**config.mk**
```make
export PLATFORM = sky130hd
export DESIGN_NAME = dwt97_column_sequencer
export DESIGN_NICKNAME = d
export VERILOG_FILES = /design/src/rtl/dwt97_column_sequencer.sv
export SDC_FILE = /design/constraint.sdc
export NUM_CORES = 1
export LEC_CHECK = 0
export BUFFER_PORTS_ARGS = -buffer_cell sky130_fd_sc_hd__buf_4
export CAP_MARGIN = 20
export CORE_MARGIN = 2
export CORE_UTILIZATION = 40
export CTS_BUF_LIST = sky130_fd_sc_hd__clkbuf_2
export DETAILED_ROUTE_END_ITERATION = 10
export HOLD_SLACK_MARGIN = 0.03
export PLACE_DENSITY = 0.63
export SLEW_MARGIN = 15
export SYNTH_ARGS = -nofsm -noshare
export SYNTH_HDL_FRONTEND = slang
export SYNTH_SLANG_ARGS = --single-unit
export TNS_END_PERCENT = 30
```
**constraint.sdc**
```tcl
create_clock -name clk_i -period 5.2 [get_ports clk_i]
set_input_delay 0.26 -clock clk_i [delete_from_list [all_inputs] [get_ports clk_i]]
set_output_delay 0.26 -clock clk_i [all_outputs]
set_load 0.02 [all_outputs]
```
**src/rtl/dwt97_column_sequencer.sv**
```systemverilog
// Column-direction command sequencer for a 9/7 DWT processing unit: walks one frame in
// row pairs with whole-sample symmetric extension at the top and bottom edges.
module dwt97_column_sequencer #(
    parameter int MaximumSideSize = 512,
    parameter int IdxWidth        = $clog2(MaximumSideSize),
    parameter int DimWidth        = IdxWidth + 1
) (
    input  logic                clk_i,
    input  logic                rst_ni,
    input  logic                start_i,
    input  logic [DimWidth-1:0] cfg_width_i,
    input  logic [DimWidth-1:0] cfg_height_i,
    output logic                busy_o,
    output logic                done_o,
    output logic                cfg_err_o,
    output logic                m_valid_o,
    input  logic                m_ready_i,
    output logic                m_sof_o,
    output logic                m_eol_o,
    output logic [IdxWidth-1:0] m_even_row_o,
    output logic [IdxWidth-1:0] m_odd_row_o,
    output logic [IdxWidth-1:0] m_col_o
);

    typedef enum logic [1:0] {
        ST_IDLE,
        ST_PRO,
        ST_BODY,
        ST_EPI
    } state_t;

    state_t                state_reg, state_next;
    logic [IdxWidth-1:0]   col_reg, col_next;
    logic [IdxWidth-2:0]   pair_reg, pair_next;
    logic [DimWidth-1:0]   w_reg, w_next;
    logic [DimWidth-1:0]   h_reg, h_next;
    logic                  busy_reg, busy_next;
    logic                  done_reg, done_next;
    logic                  cfg_err_reg, cfg_err_next;

    logic cfg_legal;
    logic handshake;
    logic last_col;
    logic last_pair;

    always_ff @(posedge clk_i or negedge rst_ni) begin
        if (!rst_ni) begin
            state_reg   <= ST_IDLE;
            col_reg     <= '0;
            pair_reg    <= '0;
            w_reg       <= '0;
            h_reg       <= '0;
            busy_reg    <= 1'b0;
            done_reg    <= 1'b0;
            cfg_err_reg <= 1'b0;
        end else begin
            state_reg   <= state_next;
            col_reg     <= col_next;
            pair_reg    <= pair_next;
            w_reg       <= w_next;
            h_reg       <= h_next;
            busy_reg    <= busy_next;
            done_reg    <= done_next;
            cfg_err_reg <= cfg_err_next;
        end
    end

    always_comb begin
        cfg_legal = (cfg_height_i >= DimWidth'(4))
                 && (cfg_height_i <= DimWidth'(MaximumSideSize))
                 && !cfg_height_i[0]
                 && (cfg_width_i != '0)
                 && (cfg_width_i <= DimWidth'(MaximumSideSize));
        handshake = m_valid_o && m_ready_i;
        last_col  = ({1'b0, col_reg} == (w_reg - DimWidth'(1)));
        last_pair = (DimWidth'(pair_reg) == ((h_reg >> 1) - DimWidth'(1)));
    end

    always_comb begin
        state_next   = state_reg;
        col_next     = col_reg;
        pair_next    = pair_reg;
        w_next       = w_reg;
        h_next       = h_reg;
        busy_next    = busy_reg;
        done_next    = 1'b0;
        cfg_err_next = 1'b0;

        if (state_reg == ST_IDLE) begin
            if (start_i) begin
                if (cfg_legal) begin
                    state_next = ST_PRO;
                    w_next     = cfg_width_i;
                    h_next     = cfg_height_i;
                    col_next   = '0;
                    pair_next  = '0;
                    busy_next  = 1'b1;
                end else begin
                    cfg_err_next = 1'b1;
                end
            end
        end else if (handshake) begin
            if (last_col) begin
                // Row pair finished: state changes land on the same edge, so the
                // next beat is presented without a bubble.
                col_next = '0;
                case (state_reg)
                    ST_PRO: begin
                        state_next = ST_BODY;
                        pair_next  = '0;
                    end
                    ST_BODY: begin
                        if (last_pair) state_next = ST_EPI;
                        else           pair_next  = pair_reg + 1'b1;
                    end
                    default: begin
                        state_next = ST_IDLE;
                        busy_next  = 1'b0;
                        done_next  = 1'b1;
                    end
                endcase
            end else begin
                col_next = col_reg + 1'b1;
            end
        end
    end

    // Beat fields are pure functions of registered state, so they cannot move while stalled.
    always_comb begin
        m_valid_o    = (state_reg != ST_IDLE);
        m_sof_o      = 1'b0;
        m_eol_o      = 1'b0;
        m_even_row_o = '0;
        m_odd_row_o  = '0;
        m_col_o      = '0;
        if (m_valid_o) begin
            m_col_o = col_reg;
            m_eol_o = last_col;
            case (state_reg)
                ST_PRO: begin
                    m_sof_o      = (col_reg == '0);
                    m_even_row_o = IdxWidth'(2);
                    m_odd_row_o  = IdxWidth'(1);
                end
                ST_BODY: begin
                    m_even_row_o = {pair_reg, 1'b0};
                    m_odd_row_o  = {pair_reg, 1'b1};
                end
                default: begin
                    m_even_row_o = IdxWidth'(h_reg - DimWidth'(2));
                    m_odd_row_o  = IdxWidth'(h_reg - DimWidth'(3));
                end
            endcase
        end
    end

    assign busy_o    = busy_reg;
    assign done_o    = done_reg;
    assign cfg_err_o = cfg_err_reg;

endmodule

```
; After elaboration in Yosys (flattened, before gate mapping)
; Index checks and enable logic that the tools add are counted.
[totals]
reg_bits = 42
out_inout_bits = 33
elab_cells = 85
[classes]
n_addsub = 6
order_cmp = 3
eq_ne = 9
n_mux = 40
n_reduce_logical = 19
[op_table]
columns = operator, count
row1 = $mux 9, 8
row2 = $mux 8, 6
row3 = $pmux 9 s2, 2
row4 = $le 10x10->1 const B, 2
row5 = $sub 9x2->9 const B, 2
row6 = $mux 1, 16
row7 = $pmux 8 s2, 1
row8 = $mux 2, 6
row9 = $eq 8x10->1, 1
row10 = $eq 9x10->1, 1
row11 = $ge 10x3->1 const B, 1
row12 = $reduce_and 5->1, 2
row13 = $reduce_bool 10->1, 1
row14 = $sub 10x1->10 const B, 1
row15 = $sub 9x1->10 const B, 1
row16 = $add 9x1->9 const B, 1
row17 = $logic_not 9->1, 1
row18 = $add 8x1->8 const B, 1
row19 = $ne 3x3->1 const B, 2
row20 = $reduce_and 3->1, 2
row21 = $reduce_and 6->1, 1
row22 = $reduce_bool 2->1, 3
row23 = $logic_and 1x1->1, 5
row24 = $ne 2x2->1 const B, 2
row25 = 8 further kinds, 8

; Depth between registers and ports, before layout
[logic_depth]
depth_word = 8
mapped_depth = 11
depth_no_buf = 9

; Worst setup path after synthesis
; OpenSTA, ideal clock, no wires.
[synth_path]
kind = register to register
from = reg h_reg[3]
to = reg pair_reg[2]
setup_time_ps = 126
t_arrival_ps = 2521
setup_slack_ps = 2553
stages_incl_launch_ff = 9
path_buffers = 1
cell_sequence = dfrtp_1 buf_2 nor3_2 xor2_1 or4_1 a2111oi_2 nand2_1 nor3b_4 a221o_1
[synth_between]
elab_chain_len = 4
[synth_lines]
columns = item, line
row1 = start: declaration, 36  ; logic [DimWidth-1:0] h_reg, h_next;
row2 = start signal: assignment, 61  ; h_reg <= h_next;
row3 = $sub 9x1->10, 76  ; last_pair = (DimWidth'(pair_reg) == ((h_reg >> 1) - DimWidth'(1)));
row4 = $eq 8x10->1, 76
row5 = $ne 3x3->1 (no source line), --
row6 = $reduce_and 6->1 (no source line), --
row7 = end signal: assignment, 59  ; pair_reg <= pair_next;
row8 = end: declaration, 34  ; logic [IdxWidth-2:0] pair_reg, pair_next;
; No other way between the ends.
; A chain may end at the register's enable or synchronous reset.

; Final worst setup path
[layout_path]
from = reg w_reg[2]
to = out m_eol_o
[layout_between]
elab_chain_len = 3
[layout_lines]
columns = item, line
row1 = start: declaration, 35  ; logic [DimWidth-1:0] w_reg, w_next;
row2 = start signal: assignment, 60  ; w_reg <= w_next;
row3 = $sub 10x1->10, 75  ; last_col = ({1'b0, col_reg} == (w_reg - DimWidth'(1)));
row4 = $eq 9x10->1, 75
row5 = $mux 1, 136  ; if (m_valid_o) begin
row6 = end: declaration, 19  ; output logic m_eol_o,
; No other way between the ends.

==> impl_metrics.sql <==
INSERT INTO impl_metrics (metric_group, metric, value, unit) VALUES
('clock_network', 'cts_num_sinks', '42', ''),
('die', 'fp.coreArea', '7727', 'um2'),
('setup_path', 'critical_path_arrival', '2.91', 'ns'),
('sta', 'hold-worst-slack', '0.05066', 'ns'),
('clock_network', 'cts_tree', 'done', ''),
('detailed_routing', 'drtAntennaViolNets', '0', ''),
('global_route', 'grt_pass1_vias', '2741', ''),
('sta', 'setup_ws', '2.034', 'ns'),
('layout', 'antenna_cells_inserted', '0', ''),
('clock_network', 'clockRootBuffer', 'clkbuf_2', ''),
('placed_design', 'dp_slack', '2.070', 'ns'),
('detailed_routing', 'wire_per_inst', '15.78', 'um'),
('die', 'boundary_pin_count', '57', ''),
('clock_network', 'htree_num_levels', '2', ''),
('detailed_routing', 'drt-pass1-iter-count', '4', ''),
('setup_path', 'critPathMaxFanout', '9', ''),
('global_route', 'antenna_found_initial', '0', ''),
('layout', 'areaGrowthSynthToFinish', '16.38', '%'),
('worst_hold_path', 'hp-class', 'input pin to flip-flop', ''),
('synth', 'synthCells', '362', ''),
('placed_design', 'globalplace.congestion', '0.8768', ''),
('global_route', 'gr-usage-all-layers', '19.30', '%'),
('detailed_routing', 'dr_total_vias', '2771', ''),
('sta', 'clock-skew-final', '0.02236', 'ns'),
('layout', 'multi_input_area', '1948', 'um2'),
('detailed_routing', 'drc_errors', '0', ''),
('sta', 'maxSlewViolCount', '0', ''),
('sta', 'timing_hold_violations_final', '0', ''),
('die', 'initial_core_util', '41.32', '%'),
('layout', 'regArea', '1051', 'um2'),
('setup_path', 'cpPeakStageDelay', '0.55', 'ns'),
('setup_path', 'critical_path_class', 'flip-flop to primary output', ''),
('synth', 'ys.flop_type', 'dfrtp_1', ''),
('layout', 'layout.core_utilization', '48.09', '%'),
('clock_network', 'post-cts-setup-buffer-count', '0', ''),
('sta', 'grt_setup_unrepaired', 'no', ''),
('placed_design', 'dp.final_hpwl', '6085', 'um'),
('setup_path', 'cp-end-kind', 'primary output', ''),
('synth', 'synthesis.area', '3193', 'um2'),
('clock_network', 'clk_pin_slew_worst_paths', '0.23', 'ns'),
('die', 'floorplan.die.height', '93.35', 'um'),
('synth', 'synth.yosys.seq_area_share', '32.92', '%'),
('setup_path', 'worstSetupStartpointType', 'flip-flop', ''),
('placed_design', 'buffer_ports.inserted', '56', ''),
('power', 'vdd_ir_drop_max', '0.1311', 'mV'),
('synth', 'synth_top_area_share', '32.92', '%'),
('run', 'drv.max_cap_violation_count', '0', ''),
('setup_path', 'critical_path.n_buffers_inverters', '1', ''),
('placed_design', 'placed_cells_incl_taps', '496', ''),
('layout', 'stdcell_count', '510', ''),
('layout', 'drive_gt1_share', '22.06', '%'),
('layout', 'finish.net_count', '442', ''),
('sta', 'remaining_max_slew_budget_at_the_tightest_pin', '33.89', '%'),
('global_route', 'global_route.overflow_total', '0', ''),
('power', 'static-leakage-power', '1.748', 'nW'),
('sta', 'finalCritPeriodShare', '60.89', '%'),
('detailed_routing', 'routed_via_density', '5.433', ''),
('clock_network', 'cts_buffer_depth', '2', ''),
('sta', 'finalSetupTns', '0', 'ns'),
('synth', 'synth_seq_cells', '42', ''),
('die', 'die_x', '93.35', 'um'),
('detailed_routing', 'detail_route.wirelength', '8046', 'um'),
('global_route', 'grt_max_degree', '43', ''),
('clock_network', 'cts_buffers', '5', ''),
('power', 'power.density', '208.8', 'nW/um2'),
('synth', 'synth.net_count', '397', ''),
('sta', 'timing.final.crit_period', '3.166', 'ns'),
('outcome', 'outcome', 'completed', ''),
('die', 'die_outline_area', '8713', 'um2'),
('setup_path', 'critical-path-top-delay-family', 'simple AND/OR/NAND/NOR gates', ''),
('global_route', 'grt_first_pass_wirelength', '13440', 'um');
==> layout by cell type (no fill, tap or decap), drive strengths merged, types with 9 or more instances in the layout <==
| cell type | Yosys | layout |
|---|---|---|
| dfrtp | 42 | 42 |
| buf | 11 | 58 |
| nor2 | 19 | 19 |
| nand3 | 11 | 11 |
| mux2 | 16 | 16 |
| xnor2 | 19 | 19 |
| o21ai | 10 | 10 |
| nor2b | 15 | 15 |
| a21oi | 27 | 27 |
| nor3 | 12 | 12 |
| nor4 | 9 | 9 |
| inv | 13 | 13 |
| xor2 | 14 | 14 |
| ha | 11 | 11 |
| nand2 | 36 | 36 |
==> metal layers <==
layer / routed length, um / up-vias / track usage, %
met2: 3696 / 49 / 31.06
li1: - / 1379 / -
met3: 282 / 4 / 2.337
met4: 53 / 0 / 3.309
met1: 4012 / 1339 / 28.26
met5: 0 / - / 0
==> synth_stat cells (6+ instances only) <==
cell	count
a21oi_1	27
and3_1	6
buf_2	6
clkbuf_1	14
dfrtp_1	42
ha_1	11
inv_1	13
mux2_2	15
nand2_1	36
nand3_1	11
nor2_1	19
nor2b_1	15
nor3_1	11
nor4_1	9
o21ai_0	9
xnor2_1	19
xor2_1	14
==> where the power goes <==
| part | total, mW | internal (mW) | switching [mW] |
|---|---|---|---|
| Clock | 0.144 | 0.0307 | 0.114 |
| Sequential | 0.410 | 0.348 | 0.0617 |
| Combinational | 0.222 | 0.110 | 0.112 |
==> worst paths after layout <==
kind / cells past startpoint / from / slack, ns / to
worst max-delay path: 7 / w_reg[2] / 2.03 / m_eol_o
worst min-delay path: 3 / cfg_height_i[4] / 0.05 / h_reg[4]
worst max register to register: 9 / h_reg[1] / 2.06 / pair_reg[2]
worst min register to register: 2 / busy_o / 0.54 / busy_o
max in group asynchronous: 2 / rst_ni / 4.48 / col_reg[6]
min in group asynchronous: 2 / rst_ni / 0.33 / w_reg[7]
==> worst reg2reg max path: stages, from the launching register on <==
cell and delay [ns]:
dfrtp_1 0.49, inv_1 0.15, ha_1 0.21, nor3b_1 0.46
nand2_1 0.09, mux2_2 0.29, a2111oi_2 0.48, nand2_1 0.30
nor3b_4 0.27, a221o_1 0.34
==> per-stage QoR <==
step / power (mW) / area (um2)
finish: 0.7759 / 3716
floorplan: 0.5476 / 3193
global placement: 0.6289 / 3615
detailed placement: 0.6332 / 3615
CTS: 0.7799 / 3706
global route: 0.8203 / 3716
==> final cells by class <==
cell class                      count  area share (%)
Clock buffer                        5          0.6734
Clock inverter                      3          0.4377
Inverter                           14           1.414
Multi-Input combinational cell    280           52.42
Sequential cell                    42           28.28
Tap cell                          102           3.434
Timing Repair Buffer               64           13.33
==> logic make-up (layout without fill, tap and decap cells) <==
group	Yosys count	after routing	share of synthesized area, %
multiplexers	18	18	6.270
AO/OA/AOI/OAI	74	74	15.91
flip-flops	42	42	32.92
adder cells (fa/ha/maj)	11	11	4.310
buffers and inverters	40	86	6.073
XOR/XNOR	35	35	10.46
AND/OR/NAND/NOR	142	142	24.06
==> repair_timing <==
action                                 4_1_cts  5_1_grt
endpoints found under the hold margin       46        1
hold buffers                                 5        1
gates resized for setup                      0        0
No activity file was read; power rests on OpenSTA's default activity.
